### src/rtl/game_pkg.sv
// Shared definitions for the random-share controller: FSM state encodings,
// the generator word width and a constant-safe clog2 helper.
package game_pkg;

  localparam int RAND_W = 8;

  typedef enum logic [1:0] {
    ST_IDLE    = 2'd0,
    ST_SAMPLE  = 2'd1,
    ST_DELIVER = 2'd2
  } state_e;

  // Smallest r with 2**r >= v; usable in parameter expressions.
  function automatic int clog2(input int v);
    int r;
    r = 0;
    for (int i = 0; i < 31; i++) begin
      if ((1 << i) < v) r = i + 1;
    end
    return r;
  endfunction

endpackage

### src/rtl/rand_share_ctrl_if.sv
// Requester-side bundle of the random-share controller: generator input,
// request/limit vectors and the registered grant outputs.
interface rand_share_ctrl_if import game_pkg::*; #(
  parameter int NUM_REQ = 4,
  parameter int WIDTH   = RAND_W
);
  localparam int ID_W = clog2(NUM_REQ);

  logic [WIDTH-1:0]         rand_in;
  logic [NUM_REQ-1:0]       req;
  logic [NUM_REQ*WIDTH-1:0] limit;
  logic [NUM_REQ-1:0]       ack;
  logic [WIDTH-1:0]         rand_out;
  logic [ID_W-1:0]          out_id;
  logic                     busy;

  modport master (
    output rand_in, req, limit,
    input  ack, rand_out, out_id, busy
  );

  modport slave (
    input  rand_in, req, limit,
    output ack, rand_out, out_id, busy
  );

endinterface

### src/rtl/rr_picker.sv
// Combinational round-robin picker: first set request at or above rrPtr_i,
// wrapping modulo NUM_REQ.
module rr_picker #(
  parameter int NUM_REQ = 4,
  parameter int ID_W    = 2
) (
  input  logic [NUM_REQ-1:0] req_i,
  input  logic [ID_W-1:0]    rrPtr_i,
  output logic [ID_W-1:0]    pick_o,
  output logic               anyReq_o
);

  logic [ID_W-1:0] idx;

  // Scan from the farthest offset down so the nearest requester wins last.
  always_comb begin
    pick_o   = '0;
    anyReq_o = 1'b0;
    idx      = '0;
    for (int k = NUM_REQ - 1; k >= 0; k--) begin
      idx = ID_W'((int'(rrPtr_i) + k) % NUM_REQ);
      if (req_i[idx]) begin
        pick_o   = idx;
        anyReq_o = 1'b1;
      end
    end
  end

endmodule

### src/rtl/rand_share_ctrl.sv
// Shares one free-running random word among requesters: round-robin grant,
// rejection sampling into [0, limit) and a bounded subtract-once fallback.
module rand_share_ctrl import game_pkg::*; #(
  parameter int NUM_REQ   = 4,
  parameter int WIDTH     = RAND_W,
  parameter int MAX_TRIES = 4
) (
  input  logic             clk,
  input  logic             reset,
  rand_share_ctrl_if.slave bus
);

  localparam int ID_W  = clog2(NUM_REQ);
  localparam int TRY_W = (MAX_TRIES > 1) ? clog2(MAX_TRIES) : 1;

  state_e             state_q, state_d;
  logic [ID_W-1:0]    rrPtr_q, rrPtr_d;
  logic [ID_W-1:0]    outId_q, outId_d;
  logic [TRY_W-1:0]   tries_q, tries_d;
  logic [WIDTH-1:0]   lim_q, lim_d;
  logic [WIDTH-1:0]   result_q, result_d;
  logic [WIDTH-1:0]   randOut_q, randOut_d;
  logic [NUM_REQ-1:0] ack_q, ack_d;
  logic               busy_q, busy_d;

  logic [ID_W-1:0]    pick;
  logic               anyReq;
  logic [WIDTH-1:0]   limSlice [NUM_REQ];
  logic [WIDTH-1:0]   limMinus, mask, cand;
  logic               accept;

  for (genvar g = 0; g < NUM_REQ; g++) begin : gLimit
    assign limSlice[g] = bus.limit[g*WIDTH +: WIDTH];
  end

  rr_picker #(
    .NUM_REQ (NUM_REQ),
    .ID_W    (ID_W)
  ) uPicker (
    .req_i    (bus.req),
    .rrPtr_i  (rrPtr_q),
    .pick_o   (pick),
    .anyReq_o (anyReq)
  );

  // Mask covers every bit up to the MSB of lim-1, so cand < 2*lim always holds.
  always_comb begin
    limMinus = lim_q - WIDTH'(1);
    mask     = '0;
    for (int i = 0; i < WIDTH; i++) begin
      mask[i] = |(limMinus >> i);
    end
    cand   = bus.rand_in & mask;
    accept = (lim_q == '0) || (cand < lim_q);
  end

  always_comb begin
    state_d   = state_q;
    rrPtr_d   = rrPtr_q;
    outId_d   = outId_q;
    tries_d   = tries_q;
    lim_d     = lim_q;
    result_d  = result_q;
    randOut_d = randOut_q;
    ack_d     = '0;
    case (state_q)
      ST_IDLE: begin
        if (anyReq) begin
          outId_d = pick;
          lim_d   = limSlice[pick];
          tries_d = '0;
          state_d = ST_SAMPLE;
        end
      end
      ST_SAMPLE: begin
        if (!bus.req[outId_q]) begin
          state_d = ST_IDLE;
        end else if (accept) begin
          result_d = cand;
          state_d  = ST_DELIVER;
        end else if (int'(tries_q) < MAX_TRIES - 1) begin
          tries_d = tries_q + TRY_W'(1);
        end else begin
          result_d = cand - lim_q;
          state_d  = ST_DELIVER;
        end
      end
      ST_DELIVER: begin
        ack_d[outId_q] = 1'b1;
        randOut_d      = result_q;
        rrPtr_d        = (int'(outId_q) == NUM_REQ - 1) ? '0 : outId_q + ID_W'(1);
        state_d        = ST_IDLE;
      end
      default: state_d = ST_IDLE;
    endcase
    busy_d = (state_d != ST_IDLE);
  end

  always_ff @(posedge clk or negedge reset) begin
    if (!reset) begin
      state_q   <= ST_IDLE;
      rrPtr_q   <= '0;
      outId_q   <= '0;
      tries_q   <= '0;
      lim_q     <= '0;
      result_q  <= '0;
      randOut_q <= '0;
      ack_q     <= '0;
      busy_q    <= 1'b0;
    end else begin
      state_q   <= state_d;
      rrPtr_q   <= rrPtr_d;
      outId_q   <= outId_d;
      tries_q   <= tries_d;
      lim_q     <= lim_d;
      result_q  <= result_d;
      randOut_q <= randOut_d;
      ack_q     <= ack_d;
      busy_q    <= busy_d;
    end
  end

  assign bus.ack      = ack_q;
  assign bus.rand_out = randOut_q;
  assign bus.out_id   = outId_q;
  assign bus.busy     = busy_q;

endmodule

### src/flat_wrapper.sv
// flat-port wrapper written by rule: the top's interface ports become plain ports
module rand_share_ctrl_flat import game_pkg::*;
#(
  parameter int NUM_REQ   = 4,
  parameter int WIDTH     = RAND_W,
  parameter int MAX_TRIES = 4
)
  (clk, reset, bus_rand_in, bus_req, bus_limit, bus_ack, bus_rand_out, bus_out_id, bus_busy);
  rand_share_ctrl_if #(.NUM_REQ(NUM_REQ), .WIDTH(WIDTH)) bus_i ();
  input  logic clk;
  input  logic reset;
  input wire logic [$bits(bus_i.rand_in)-1:0] bus_rand_in;
  input wire logic [$bits(bus_i.req)-1:0] bus_req;
  input wire logic [$bits(bus_i.limit)-1:0] bus_limit;
  output wire logic [$bits(bus_i.ack)-1:0] bus_ack;
  output wire logic [$bits(bus_i.rand_out)-1:0] bus_rand_out;
  output wire logic [$bits(bus_i.out_id)-1:0] bus_out_id;
  output wire logic [$bits(bus_i.busy)-1:0] bus_busy;
  assign bus_i.rand_in = bus_rand_in;
  assign bus_i.req = bus_req;
  assign bus_i.limit = bus_limit;
  assign bus_ack = bus_i.ack;
  assign bus_rand_out = bus_i.rand_out;
  assign bus_out_id = bus_i.out_id;
  assign bus_busy = bus_i.busy;
  rand_share_ctrl #(.NUM_REQ(NUM_REQ), .WIDTH(WIDTH), .MAX_TRIES(MAX_TRIES)) u_core (.clk(clk), .reset(reset), .bus(bus_i));
endmodule
### config.mk
export PLATFORM = sky130hd
export DESIGN_NAME = rand_share_ctrl_flat
export DESIGN_NICKNAME = d
export VERILOG_FILES = /design/src/rtl/game_pkg.sv /design/src/rtl/rand_share_ctrl_if.sv /design/src/rtl/rr_picker.sv /design/src/rtl/rand_share_ctrl.sv /design/src/flat_wrapper.sv
export SDC_FILE = /design/constraint.sdc
export NUM_CORES = 1
export LEC_CHECK = 0
export ABC_AREA = 0
export BUFFER_PORTS_ARGS = -buffer_cell sky130_fd_sc_hd__buf_4
export CORE_AREA = 2 2 89 91
export DETAILED_ROUTE_END_ITERATION = 7
export DIE_AREA = 0 0 91 93
export HOLD_SLACK_MARGIN = 0.03
export MAX_ROUTING_LAYER = met4
export PLACE_DENSITY = 0.59
export SLEW_MARGIN = 20
export SYNTH_ARGS = -nofsm -noshare
export SYNTH_HDL_FRONTEND = slang
export SYNTH_SLANG_ARGS = --single-unit
export TNS_END_PERCENT = 20
### constraint.sdc
create_clock -name clk -period 4.03 [get_ports clk]
set_input_delay 0.2015 -clock clk [delete_from_list [all_inputs] [get_ports clk]]
set_output_delay 0.2015 -clock clk [all_outputs]
set_load 0.05 [all_outputs]
* After elaboration in Yosys (flattened, before gate mapping)
Index checks and enable logic that the tools add are counted.
** Cells by class
- $add $sub $neg :: 7
- Magnitude comparators :: 9
- Equality and inequality tests :: 8
- Muxes and demuxes :: 37
- Bitwise gates (word level) :: 2
- Reductions and logical operators :: 16
** Operator list (number)
- $mux W8 :: 4
- $mux W2 :: 13
- $bmux W8 S2 :: 1
- $lt A2 B3 Y1 const B :: 5
- $bmux W1 S2 :: 5
- $mux W1 :: 10
- $and A8 B8 Y8 :: 1
- $logic_not A8 Y1 :: 1
- $lt A8 B8 Y1 :: 1
- $ne A2 B1 Y1 const B :: 4
- $pmux W2 S2 :: 2
- $reduce_or A8 Y1 :: 1
- $sub A8 B1 Y8 const B :: 1
- $sub A8 B8 Y8 :: 1
- $reduce_or A7 Y1 :: 1
- $add A2 B1 Y2 const B :: 3
- $reduce_or A6 Y1 :: 1
- $reduce_and A5 Y1 :: 1
- $reduce_or A5 Y1 :: 1
- $add A2 B2 Y2 const B :: 2
- $eq A2 B1 Y1 const B :: 2
- $mux W4 :: 1
- $reduce_bool A2 Y1 :: 2
- $reduce_or A4 Y1 :: 1
- other kinds (14) :: 14
** Storage, ports and cells
- Register bits :: 37
- Input port bits :: 46
- Output and inout port bits :: 15
- Logic and storage cells :: 88

* Depth between registers and ports, before layout
- Depth in word-level cells :: 11
- Mapped depth :: 15
- Depth with buffers taken out :: 15

* By module
Synthesis repeated with hierarchy kept, for this count alone.
** Second synthesis, totals
- Cells, all modules :: 271
- Area total of the unflattened synthesis :: 2596.2 µm²
** Modules (own cells, without submodules)
- rand_share_ctrl :: instances 1, cells an instance 258, area each 2518.7 µm², seq. area each 925.9 µm²
- rr_picker :: instances 1, cells an instance 13, area each 77.6 µm², seq. area each 0.0 µm²

* Worst setup path before layout
Ideal clock, no wire load.
- Kind :: reg2reg
- From :: register u_core.lim_q[1]
- To :: register u_core.result_q[1]
- Library setup time :: 76 ps
- Data arrival time :: 3517 ps
- Data required time :: 3954 ps
- Path slack :: 436 ps
- Stages on the path, launching flop included :: 16
- Buffers on the path :: 1
- Period minus slack after synthesis :: 3594 ps
- Cells stage by stage :: dfrtp_1 inv_1 ha_1 nor2b_1 and3_1 o2111ai_4 o41ai_2 ha_1 fa_1 nand2b_1 a21oi_1 a221o_1 a31oi_1 buf_2 mux2_1 o21ai_1
** Between the ends
- Longest elaborated chain between the ends :: 7
- Elaborated cells on any way between the ends :: 17
- Classes of those cells :: add/sub (2); order compare (1); eq/ne (1); mux (2); bitwise (1); reduce/logical (10)
** RTL lines
- from (decl) :: RTL line rand_share_ctrl.sv:20 : logic [WIDTH-1:0] lim_q, lim_d;
- from (signal assigned) :: RTL line rand_share_ctrl.sv:115 : lim_q <= lim_d;
- $sub A8 B1 Y8 :: RTL line rand_share_ctrl.sv:48 : limMinus = lim_q - WIDTH'(1);
- $reduce_or A8 Y1, or another cell as far along :: RTL line rand_share_ctrl.sv:51 : mask[i] = |(limMinus >> i);
- $and A8 B8 Y8 :: RTL line rand_share_ctrl.sv:53 : cand = bus.rand_in & mask;
- $lt A8 B8 Y1 :: RTL line rand_share_ctrl.sv:54 : accept = (lim_q == '0) || (cand < lim_q);
- $logic_or A1 B1 Y1 :: RTL line rand_share_ctrl.sv:54
- $ne A2 B1 Y1 (no source line)
- $reduce_and A3 Y1 (no source line)
- to (signal assigned) :: RTL line rand_share_ctrl.sv:116 : result_q <= result_d;
- to (decl) :: RTL line rand_share_ctrl.sv:21 : logic [WIDTH-1:0] result_q, result_d;
Several ways; a longest one is shown, not always the timed one. The select of a mux whose other input is x is not followed.
A chain may end at the register's enable or synchronous reset.

* Worst setup path in the final report
- From :: register u_core.lim_q[1]
- To :: register u_core.result_q[3]
The elaborated chain is that of the path after synthesis.

==> metrics.md <==
| Metric | Value |
|---|---|
| Status | completed |
| Register area share after synthesis | 0.353 |
| Die Area | between 8000 and 9000 sq um |
| Number of H-tree levels | 2 |
| Max_cap viols | 0 |
| Final GP Congestion | 0.888 |
| Most frequent cells in the layout | buf_4, nand2_1, dfrtp_1 |
| Final hold vios | 0 |
| First-pass GRT wire length | between 9 and 10 mm |
| Maximum fanout along the worst path | 11 |
| Clk pin slew, worst setup/hold paths | ~0.080 ns |
| Avg Cell Area, Syn | 9.36 sq um |
| Final Setup Violations | 0 |
| Root Buffer | clkbuf_8 |
| Max Buffers Root-to-Sink | 2 |
| Setup Slack @ Placement | ~0.24 ns |
| Setup_tns | 0 ns |
| Crit path max-delay cell type | fa_1 |
| Slew of the pin with the lowest slew margin | roughly 0.90 ns |
| P_leak | around 1.7 nW |
| Vert. Die Dim | between 90 and 100 um |
| Yosys reg bits | 37 |
| Synthesized area | about 2600 sq um |
| Max incr delay on CP | 0.39 ns |
| Critical Path RT | between 4 and 5 ns |
| Async SR Flop Fraction | 1.00 |
| Commonest non-fill, non-tap cell in the layout | buf_4 |
| Worst Hold Depth | 3 |
| Slew headroom | 0.402 |
| EDFF count, synth | 0 |
| WP buf/inv | 2 |
| Post-Syn Instances | between 200 and 300 |
| Hold crit path type | primary input to register |
| Area contributors post-synth | dfrtp_1, mux2i_1, ha_1 |
| Fillers | 778 |
| Netlist cell types | 54 |
| Reg2reg path depth | 15 |
| Total track usage | 0.146 |
| Cell Chain, Critical Path | inv_1, ha_1, nor2b_2, a21oi_1, o2111ai_4, o41ai_4, ha_1, fa_1, nand2b_1, a21oi_1, a221o_1, a31oi_1, buf_4, o31ai_1, a2bb2oi_1 |
| Syn. warnings | 0 |
| Yosys top cell by area | dfrtp_1 |
| Final-report max-slew violation count | 0 |
| Maximum number of pins on one net before global-route repair | 38 |
| Overflow after GRT | 0 |
| VDD IR max | between 0.0002 and 0.0003 V |
| RR Endpoint | u_core.result_q[3] |
| Die X | approximately 91 um |
| Final setup skew | 0.00490 ns |
| Worst setup SP type | register |
| R2r setup slk | approximately 0.32 ns |
| Drt drc | 0 |
| CP Data Arrival Time | slightly below 4 ns |
| CP top delay family | compound AO/OA/AOI/OAI gates |
| Post-Synthesis Net Count | about 340 |
| Min setup slack post-route | 0.320 ns |
| Post-synth top area share | 0.353 |
| WL/cell | 12.6 um |
| Vias in the first global route | between 2000 and 2500 |
| Antenna violations before repair | 0 |
| Routed via count | 2141 |
| Drt initial violations | 78 |
| Most common flop cell mapped by yosys | dfrtp_1 |
| Final critical-path share of the clock period | 0.920 |
| P&R area growth vs syn | 28.4% |
| CP Class | register to register |
| IO Count | between 60 and 70 |
| Placeable core area | 7530 sq um |
| TritonCTS clock tree | yes |
| Initial core utilization | 0.348 |
| RSZ-0062 raised after global routing | no |
| Port-buffer cells | 60 |
| Post-CTS Setup Inserts | 0 |
| Drt pass-1 iters | 4 |
| Power Density | approximately 800 nW/um^2 |
| Layout cells sized above 1 | 0.277 |
| Tmin final | ~3.7 ns |
| Util after Layout | 0.447 |
| CTS Buf Count | 5 |
| Routed WL | between 5 and 6 mm |
| Clk_lat worst skew | approximately 0.29 ns |
| Row count | 32 |
| Reg2reg start | u_core.lim_q[1] |
| Worst Min Path Start | bus_rand_in[2] |
| Nets | 407 |
| Total clock sinks | 37 |
| F_max | 270 MHz |
| Hold path endpoint | u_core.result_q[2] |
| Dpl hpwl | 4.42 mm |
| Antenna cell count | 0 |
| Worst Setup End Kind | register |
| Antenna Nets Post-Route | 0 |
| Via-to-Cell Ratio | about 4.8 |
==> cell usage after synthesis (2+ instances only) <==
library cell  number
o21a_1             5
xor2_1             3
and3_1             3
inv_1             21
o21ai_0           17
a21boi_0           2
mux2_1             3
nor2b_1            7
a21oi_1            8
a31oi_1            2
buf_4              3
nor3b_1            4
or3_1              2
xnor2_1            2
nand2b_1           4
o31a_1             3
buf_2              2
nor2_1             8
a221o_1            2
a21o_1             2
a2bb2oi_1          3
clkbuf_1           5
and2_1             6
o21ai_1            5
nor3_1             7
dfrtp_1           37
ha_1              15
nand2_1           47
mux2_2             8
mux2i_1           20
==> flip-flops by register name, indices dropped and copies added (netlist names) <==
register,count
u_core.bus.ack,4
u_core.bus.rand_out,8
u_core.lim_q,8
u_core.state_q,2
u_core.bus.out_id,2
u_core.rrPtr_q,2
u_core.tries_q,2
u_core.result_q,8
u_core.bus.busy,1
==> tightest hold or removal path: stages <==
cell	delay [ns]
buf_4	0.11
nand3b_1	0.09
a2bb2oi_1	0.07
==> through the flow <==
stage          hold WS, ns  total power [mW]  std cells  area (sq um)
4_1_cts              0.221              2.72        448          3350
3_5_place_dp         0.193              2.31        439          3200
2_1_floorplan      -0.0941              1.91        280          2620
3_3_place_gp         0.195              2.30        439          3200
5_1_grt              0.209              2.94        448          3360
6_report             0.223              2.70        448          3360
==> metal layers <==
metal | wire length [um] | GRT usage | up-vias | part of all wire
li1 | - | - | 1117 | -
met1 | 2600 | 0.184 | 983 | 0.46
met2 | 2810 | 0.244 | 34 | 0.50
met3 | 206 | 0.0298 | 7 | 0.036
met4 | 51 | 0.0328 | 0 | 0.0090
met5 | 0 | - | - | 0
==> logic make-up after synthesis <==
logic type | Yosys count | share of synthesized area
compound gates | 62 | 0.181
xor+xnor | 5 | 0.0167
fa+ha+maj | 16 | 0.0793
buf+inv | 32 | 0.0540
flops | 37 | 0.353
mux | 32 | 0.132
simple gates | 96 | 0.184
==> how the worst max path moves through the flow <==
| stage | cells past startpoint | endpoint | slack, ns | start |
|---|---|---|---|---|
| 2_1_floorplan | 15 | u_core.result_q[1] | 0.44 | u_core.lim_q[1] |
| 3_3_place_gp | 15 | u_core.result_q[1] | 0.36 | u_core.lim_q[1] |
| 3_5_place_dp | 15 | u_core.result_q[1] | 0.24 | u_core.lim_q[1] |
| 4_1_cts | 15 | u_core.result_q[1] | 0.22 | u_core.lim_q[1] |
| 5_1_grt | 15 | u_core.result_q[1] | 0.02 | u_core.lim_q[1] |
| 6_report | 15 | u_core.result_q[3] | 0.32 | u_core.lim_q[1] |
==> layout make-up <==
class	instances	area, sq um	share of cell area
clock buffers	5	68.8	0.0205
clock inverters	3	68.8	0.0205
inverters	21	78.8	0.0234
multi-input cells	211	1570	0.468
flip-flops and latches	37	926	0.275
well taps	102	128	0.0379
repair buffers	69	520	0.155
==> what timing repair did <==
action,CTS,global route
hold endpoints to repair,37,0
endpoints found under the setup margin,0,7
hold buffers,1,0
resized for setup,0,2
==> where the power goes <==
group,internal (mW),total (mW),switching [mW]
Combinational,0.698,1.67,0.974
Clock,0.249,0.386,0.137
Sequential,0.530,0.639,0.110
Power figures use the tool's default switching activity.
